## src/rtl/sym_framer_pkg.sv

```systemverilog
// Shared CDR framer definitions: hunt/verify/locked state encodings
// and the soft-decision codes that mark a symbol as weak.
package sym_framer_pkg;

    typedef enum logic [1:0] {
        ST_HUNT   = 2'b00,
        ST_VERIFY = 2'b01,
        ST_LOCKED = 2'b10
    } fr_state_e;

    localparam logic [1:0] Q2_WEAK_LO = 2'b01;
    localparam logic [1:0] Q2_WEAK_HI = 2'b10;

    function automatic logic is_weak(input logic [1:0] q2);
        return (q2 == Q2_WEAK_LO) || (q2 == Q2_WEAK_HI);
    endfunction

endpackage

```

## src/rtl/sym_deser8.sv

```systemverilog
// Symbol deserialiser: 8-bit data and weak-flag shift registers plus
// the bit-in-byte counter that flags the byte-complete strobe.
module sym_deser8
    import sym_framer_pkg::*;
(
    input  logic       clk,
    input  logic       rst,
    input  logic       i_sample_en,
    input  logic       i_d_bb,
    input  logic [1:0] i_d_q2,
    input  logic       i_cnt_clr,
    output logic [7:0] o_sreg,
    output logic [7:0] o_wk,
    output logic [7:0] o_nsreg,
    output logic [7:0] o_nwk,
    output logic       o_byte_done
);

    logic [7:0] r_sreg;
    logic [7:0] r_wk;
    logic [2:0] r_bit_cnt;

    assign o_sreg      = r_sreg;
    assign o_wk        = r_wk;
    assign o_nsreg     = {r_sreg[6:0], i_d_bb};
    assign o_nwk       = {r_wk[6:0], is_weak(i_d_q2)};
    assign o_byte_done = i_sample_en && !i_cnt_clr && (r_bit_cnt == 3'd7);

    // bit counter wraps 7->0 naturally; held at 0 while hunting
    always_ff @(posedge clk or posedge rst) begin
        if (rst) begin
            r_sreg    <= 8'h00;
            r_wk      <= 8'h00;
            r_bit_cnt <= 3'd0;
        end else if (i_sample_en) begin
            r_sreg    <= o_nsreg;
            r_wk      <= o_nwk;
            r_bit_cnt <= i_cnt_clr ? 3'd0 : r_bit_cnt + 3'd1;
        end
    end

endmodule

```

## src/rtl/sym_framer.sv

```systemverilog
// Byte framer: hunts for the sync word, verifies it over several frames,
// then emits payload bytes with start-of-frame and weak-symbol flags.
module sym_framer
    import sym_framer_pkg::*;
#(
    parameter logic [7:0] SYNC_WORD  = 8'hA5,
    parameter int         FRAME_LEN  = 16,
    parameter int         VERIFY_CNT = 3,
    parameter int         LOSS_CNT   = 4
) (
    input  logic       clk,
    input  logic       rst,
    input  logic       sample_en,
    input  logic       d_bb,
    input  logic [1:0] d_q2,
    output logic [7:0] data_out,
    output logic       data_valid,
    output logic       sof,
    output logic       byte_weak,
    output logic       locked,
    output logic [1:0] state,
    output logic [7:0] frame_err_cnt
);

    localparam logic [7:0] LP_LAST = 8'(FRAME_LEN - 1);
    localparam logic [7:0] LP_VCNT = 8'(VERIFY_CNT);
    localparam logic [7:0] LP_LCNT = 8'(LOSS_CNT);

    fr_state_e  r_state, w_state_nxt;
    logic [7:0] r_byte_cnt, w_byte_nxt;
    logic [7:0] r_hit_cnt, w_hit_nxt;
    logic [7:0] r_miss_cnt, w_miss_nxt;
    logic [7:0] r_ferr, w_ferr_nxt;
    logic       r_pend_valid, w_pend_valid;
    logic       r_pend_sof, w_pend_sof;
    logic [7:0] r_dout;
    logic       r_valid, r_sof, r_weak, r_locked;

    logic [7:0] w_sreg, w_wk, w_nsreg, w_nwk;
    logic [7:0] w_slot_nxt;
    logic       w_byte_done, w_sync_hit, w_sync_slot;

    sym_deser8 u_deser (
        .clk         (clk),
        .rst         (rst),
        .i_sample_en (sample_en),
        .i_d_bb      (d_bb),
        .i_d_q2      (d_q2),
        .i_cnt_clr   (r_state == ST_HUNT),
        .o_sreg      (w_sreg),
        .o_wk        (w_wk),
        .o_nsreg     (w_nsreg),
        .o_nwk       (w_nwk),
        .o_byte_done (w_byte_done)
    );

    assign w_sync_hit  = (w_nsreg == SYNC_WORD);
    assign w_sync_slot = (r_byte_cnt == 8'd0);
    assign w_slot_nxt  = (r_byte_cnt == LP_LAST) ? 8'd0 : r_byte_cnt + 8'd1;

    always_comb begin
        w_state_nxt  = r_state;
        w_byte_nxt   = r_byte_cnt;
        w_hit_nxt    = r_hit_cnt;
        w_miss_nxt   = r_miss_cnt;
        w_ferr_nxt   = r_ferr;
        w_pend_valid = 1'b0;
        w_pend_sof   = 1'b0;
        unique case (r_state)
            ST_HUNT: begin
                if (sample_en && w_sync_hit) begin
                    w_state_nxt = (LP_VCNT == 8'd1) ? ST_LOCKED : ST_VERIFY;
                    w_byte_nxt  = 8'd1;
                    w_hit_nxt   = 8'd1;
                    w_miss_nxt  = 8'd0;
                end
            end
            ST_VERIFY: begin
                if (w_byte_done) begin
                    w_byte_nxt = w_slot_nxt;
                    if (w_sync_slot && w_sync_hit) begin
                        w_hit_nxt = r_hit_cnt + 8'd1;
                        if (w_hit_nxt == LP_VCNT) begin
                            w_state_nxt = ST_LOCKED;
                            w_miss_nxt  = 8'd0;
                        end
                    end else if (w_sync_slot) begin
                        w_state_nxt = ST_HUNT;
                        w_hit_nxt   = 8'd0;
                    end
                end
            end
            ST_LOCKED: begin
                if (w_byte_done) begin
                    w_byte_nxt = w_slot_nxt;
                    if (w_sync_slot && w_sync_hit) begin
                        w_miss_nxt = 8'd0;
                    end else if (w_sync_slot) begin
                        w_miss_nxt = r_miss_cnt + 8'd1;
                        if (r_ferr != 8'hFF)
                            w_ferr_nxt = r_ferr + 8'd1;
                        if (w_miss_nxt == LP_LCNT)
                            w_state_nxt = ST_HUNT;
                    end else begin
                        w_pend_valid = 1'b1;
                        w_pend_sof   = (r_byte_cnt == 8'd1);
                    end
                end
            end
            default: w_state_nxt = ST_HUNT;
        endcase
    end

    always_ff @(posedge clk or posedge rst) begin
        if (rst) begin
            r_state    <= ST_HUNT;
            r_byte_cnt <= 8'd0;
            r_hit_cnt  <= 8'd0;
            r_miss_cnt <= 8'd0;
        end else begin
            r_state    <= w_state_nxt;
            r_byte_cnt <= w_byte_nxt;
            r_hit_cnt  <= w_hit_nxt;
            r_miss_cnt <= w_miss_nxt;
        end
    end

    // payload is presented one clk after its completing strobe edge,
    // taken from the already-shifted byte register
    always_ff @(posedge clk or posedge rst) begin
        if (rst) begin
            r_ferr       <= 8'd0;
            r_pend_valid <= 1'b0;
            r_pend_sof   <= 1'b0;
            r_dout       <= 8'h00;
            r_valid      <= 1'b0;
            r_sof        <= 1'b0;
            r_weak       <= 1'b0;
            r_locked     <= 1'b0;
        end else begin
            r_ferr       <= w_ferr_nxt;
            r_pend_valid <= w_pend_valid;
            r_pend_sof   <= w_pend_sof;
            r_valid      <= r_pend_valid;
            r_sof        <= r_pend_sof;
            r_weak       <= r_pend_valid && (|w_wk);
            r_locked     <= (w_state_nxt == ST_LOCKED);
            if (r_pend_valid)
                r_dout <= w_sreg;
        end
    end

    assign data_out      = r_dout;
    assign data_valid    = r_valid;
    assign sof           = r_sof;
    assign byte_weak     = r_weak;
    assign locked        = r_locked;
    assign state         = r_state;
    assign frame_err_cnt = r_ferr;

endmodule

```

## config.mk

```make
export PLATFORM = sky130hd
export DESIGN_NAME = sym_framer
export DESIGN_NICKNAME = d
export VERILOG_FILES = /design/src/rtl/sym_framer_pkg.sv /design/src/rtl/sym_deser8.sv /design/src/rtl/sym_framer.sv
export SDC_FILE = /design/constraint.sdc
export NUM_CORES = 1
export LEC_CHECK = 0
export ABC_AREA = 1
export BUFFER_PORTS_ARGS = -buffer_cell sky130_fd_sc_hd__buf_2
export CAP_MARGIN = 20
export CORE_ASPECT_RATIO = 0.75
export CORE_MARGIN = 3
export CORE_UTILIZATION = 55
export CTS_CLUSTER_SIZE = 40
export DETAILED_ROUTE_END_ITERATION = 8
export PLACE_DENSITY = 0.85
export SLEW_MARGIN = 15
export SYNTH_ARGS = -nofsm -noshare
export SYNTH_HDL_FRONTEND = slang
export SYNTH_HIERARCHICAL = 1
export SYNTH_SLANG_ARGS = --single-unit
```

## constraint.sdc

```tcl
create_clock -name clk -period 2.23 [get_ports clk]
set_input_delay 0.1115 -clock clk [delete_from_list [all_inputs] [get_ports clk]]
set_output_delay 0.1115 -clock clk [all_outputs]
set_load 0.1 [all_outputs]
```

# Word-level counts from Yosys, hierarchy flattened
# Cells that the tools add are included.
# word_totals
output_inout_bits	22
reg_bits	67
# op_classes
mux	35
addsub	5
reduce_logical	18
n_eq_ne	20
bitwise	1
# ops
cell	n
8-bit 2-to-1 mux	13
8-bit by 1-bit adder with 8-bit output (second input constant)	4
8-bit one-hot mux with 2 select lines	2
8-bit one-hot mux with 3 select lines	1
2-bit 2-to-1 mux	9
8-bit by 1-bit == test with 1-bit output (second input constant)	1
8-bit by 2-bit == test with 1-bit output (second input constant)	1
8-bit by 3-bit == test with 1-bit output (second input constant)	1
8-bit by 4-bit == test with 1-bit output (second input constant)	1
8-bit == test (second input constant)	1
8-bit zero test	1
1-bit 2-to-1 mux	8
8-bit != test (second input constant)	1
8-bit OR reduction	1
7-bit AND reduction	1
2-bit == test (second input constant)	3
2-bit by 1-bit != test with 1-bit output (second input constant)	3
2-bit != test (second input constant)	3
3-bit != test (second input constant)	2
2-bit one-hot mux with 3 select lines	1
1-bit logical AND	5
5-bit AND reduction	1
2-bit by 1-bit == test with 1-bit output (second input constant)	2
4-bit AND reduction	1
other kinds (11)	12

# Depth between registers and ports, before layout
# logic_depth
depth_word	8
depth_mapped	13
depth_no_buf	13

# Hierarchy
# The synthesis kept the hierarchy.
# modules_own_cells
mod	area_each_um2	cells_each	instances
sym_framer	2815.2	360	1
sym_deser8	915.9	105	1

# Worst setup path after synthesis
# No wires, ideal clock.
# synth_timing
kind	reg2reg
start	register r_state[1] (netlist: state[1])
end	register r_byte_cnt[3]
path_stages_with_launch	11
n_path_buf	0
path_slack_ps	-561
t_arrival_ps	2714
setup_time_ps	77
synth_period_minus_slack_ps	2791
required_ps	2153
path_cell_list	dfrtp_1 inv_1 ha_1 inv_1 nand2_1 nor2_1 inv_1 a21oi_1 nand2_1 or2_2 a21oi_1
# synth_between
elab_chain_len	6
# synth_rtl
element	line_no	rtl
start, declared	sym_framer.sv:29	fr_state_e r_state, w_state_nxt;
start signal, assigned	sym_framer.sv:121	r_state <= w_state_nxt;
2-bit zero test	sym_framer.sv:49	.i_cnt_clr (r_state == ST_HUNT),
1-bit zero test	sym_deser8.sv:27	assign o_byte_done = i_sample_en && !i_cnt_clr && (r_bit_cnt == 3'd7);
1-bit logical AND (2 in a row)	sym_deser8.sv:27	
named net w_byte_done	sym_framer.sv:41	logic w_byte_done, w_sync_hit, w_sync_slot;
2-bit by 1-bit != test with 1-bit output (no source line)	n/a	
3-bit AND reduction (no source line)	n/a	
end signal, assigned	sym_framer.sv:122	r_byte_cnt <= w_byte_nxt;
end, declared	sym_framer.sv:30	logic [7:0] r_byte_cnt, w_byte_nxt;
# The timed path passes the listed nets, and every way through them passes these cells.
# A chain may end at the register's enable or synchronous reset.

# Worst setup path after layout
# layout_timing
start	register r_state[0] (netlist: state[0])
end	register r_byte_cnt[7]
# The elaborated chain is that of the path after synthesis.

==> qor_table.md <==
| Stage | Metric | Value |
|:---|:---|:---|
| status | Result of the run | finished, final reports clean |
| global routing | GRT Resource Usage Total | 20.3% |
| die | Area inside the core boundary | 0.00644 mm² |
| cells and area | Final standard cell count with taps included and fillers excluded | 571 |
| drt | Length of the first detailed-routing pass in iterations | 5 |
| cells and area | Share of final-layout standard cells stronger than drive strength 1 | 17.3% |
| global routing | Via count of the first global-routing pass | 2817 |
| cts | Htree depth | 3 |
| place | Post-Place Cell Area | 0.00381 mm² |
| drt | DR iter-0 viols | 251 |
| setup path | Arrival time reported for the critical path endpoint | 2410 ps |
| timing | Worst slew margin relative to its limit | 53.1% |
| cts | Number of sinks handled by clock tree synthesis | 67 |
| cts | CTS tree | yes |
| drt | Routed WL per cell | 12.7 µm |
| timing | Part of the cycle the worst path needs | 95.7% |
| timing | Transition time of the tightest slew-check pin | 703 ps |
| global routing | Global-route wire length before repair | 12600 µm |
| yosys | Warnings from Yosys | 6 |
| cts | Number of CTS-inserted buffers | 9 |
| timing | Maximum clock frequency | 469 MHz |
| place | HPWL after DPL | 5210 µm |
| yosys | Avg Inst Size Synth | 8.03 µm² |
| yosys | Mapped Nets | 485 |
| power | Leakage power of the design | 2.10 nW |
| timing | RSZ-0062 raised after global routing | true |
| run | Max_cap viols | 0 |
| die | Standard-cell row count | 25 |
| cells and area | Layout Cell Area excl Fill | 0.00403 mm² |
| place | Gp weighted congestion | 0.871 |
| die | Die Height | 77.3 µm |
| yosys | Synthesized cell area | 0.00372 mm² |
| power | Cell area power density | 680 mW/mm² |
| yosys | Gate count of the mapped netlist | 464 |
| setup path | Required time at the endpoint of the critical path | 2500 ps |
| timing | Final setup viols | 0 |
| setup path | Critical Path Fanout Max | 10 |
| die | Boundary pin count | 28 |
| cts | Clk_lat worst skew | 350 ps |
| cells and area | NumNets Final | 506 |
| die | Horizontal die dimension | 101 µm |
| timing | Slew Limit Fails | 0 |
| cts | Maximum number of buffers from clock root to sink | 2 |
| power | Worst IR drop on VDD | 0.000419 V |
| die | Starting utilization of the core area | 57.8% |
| cts | Clock input transition at the sequential cells of the worst setup and hold paths | 70 ps |
| setup path | Crit Path Category | reg2reg |
| min path | Class of the most critical hold timing path | in2reg |
| drt | Total routed wirelength | 7230 µm |
| place | Cell Count Post-Placement | 553 |
| drt | Detailed-route DRC error count | 0 |
| timing | Clock period minus final worst setup slack | 2130 ps |
| global routing | Antenna violations before repair | 0 |
| die | Die area | 0.00781 mm² |
| drt | Vias after detailed routing | 3006 |
| setup path | Critical Path Sink Type | flop |
| place | Count of input and output buffers | 27 |
| drt | Routed via count divided by cell count | 5.26 |
| global routing | Largest net degree at the start of global routing | 21 |
| cts | CTS Root Buffer Type | clkbuf_8 |
| timing | Final number of hold-violating endpoints | 0 |
| cells and area | Number of antenna diodes | 0 |
| setup path | Critical Path Start Type | flop |
| drt | ANT nets after route | 0 |
| timing | Max Clock Skew | 7.68 ps |
| global routing | Final global-route overflow total | 0 |
| cells and area | Area overhead of the layout relative to synthesis | 8.10% |
## flip-flops by register name, indices dropped and copies added, names as in the netlist
| name | cells |
|---|---|
| r_pend_sof | 1 |
| data_out | 8 |
| data_valid | 1 |
| r_hit_cnt | 8 |
| frame_err_cnt | 8 |
| r_byte_cnt | 8 |
| byte_weak | 1 |
| u_deser/o_sreg | 8 |
| u_deser/o_wk | 8 |
| state | 2 |
| sof | 1 |
| locked | 1 |
| r_miss_cnt | 8 |
| u_deser/r_bit_cnt | 3 |
| r_pend_valid | 1 |
## repair_timing
action | in CTS | in global routing
hold buffers | 2 | 0
buffers inserted | 0 | 0
setup endpoints to repair | 0 | 21
endpoints found under the hold margin | 33 | 0
gates resized for setup | 0 | 6
## worst paths after layout
path	slack (ps)	cells after the start	startpoint	to
setup / recovery	100	11	state[0]$_DFF_PP0_	r_byte_cnt[7]$_DFFE_PP0P_
hold / removal	60	4	d_q2[1]	u_deser/o_wk[0]$_DFFE_PP0P_
setup reg to reg	100	11	state[0]$_DFF_PP0_	r_byte_cnt[7]$_DFFE_PP0P_
hold reg to reg	350	0	r_pend_sof$_DFF_PP0_	sof$_DFF_PP0_
max in group asynchronous	1350	3	rst	u_deser/r_bit_cnt[1]$_DFFE_PP0P_
min in group asynchronous	260	3	rst	r_miss_cnt[2]$_DFFE_PP0P_
## critical path: stages, from the launching register on
cell     delay, ps
dfrtp_4        460
inv_1           90
ha_1           250
inv_1          110
nand2_1        110
nor2_4         170
inv_1          110
a21oi_1        180
nand2_2        160
nor3_2         190
o22ai_1        110
a21oi_1        120
## layer usage
layer,track usage [%],up-vias,routed length [µm]
met3,5.73,23,363
met1,26.4,1400,3310
met5,0,-,0
met2,31.5,85,3350
met4,8.90,0,207
li1,-,1498,-
## layout by cell type (no fill, tap or decap), types with 13 or more instances in the layout
master	instances
a21oi_1	15
buf_2	27
dfrtp_1	64
ha_1	15
inv_1	53
nand2_1	152
nand3_1	29
nor2_1	25
o21ai_0	13
## power by group
part	internal (mW)	switching [mW]	total, mW
Sequential	1.29	0.0769	1.36
Clock	0.407	0.479	0.886
Combinational	0.147	0.343	0.489
## through the flow
step | power (mW) | setup TNS, ps | hold slack (ps) | utilization [%] | setup slack (ps)
floorplan | 1.80 | 0 | 62.6 | - | 10.7
global placement | 1.84 | 0 | 89.7 | 59.2 | 119
detailed placement | 1.85 | 0 | 87.0 | 59.2 | 55.8
CTS | 2.76 | 0 | 40.5 | 62.2 | 42.4
global route | 2.89 | -113 | 78.9 | 62.5 | -55.3
finish | 2.74 | 0 | 56.3 | 62.5 | 96.6
## cell type report
type                       count  area, µm²
clock inverter                 7       52.6
inverter                      57        214
fill                         538       2420
tap                           81        101
timing repair buffer          34        193
clock buffer                   9        124
sequential                    67       1690
multi-input combinational    316       1660
No activity file was read; power rests on OpenSTA's default activity.
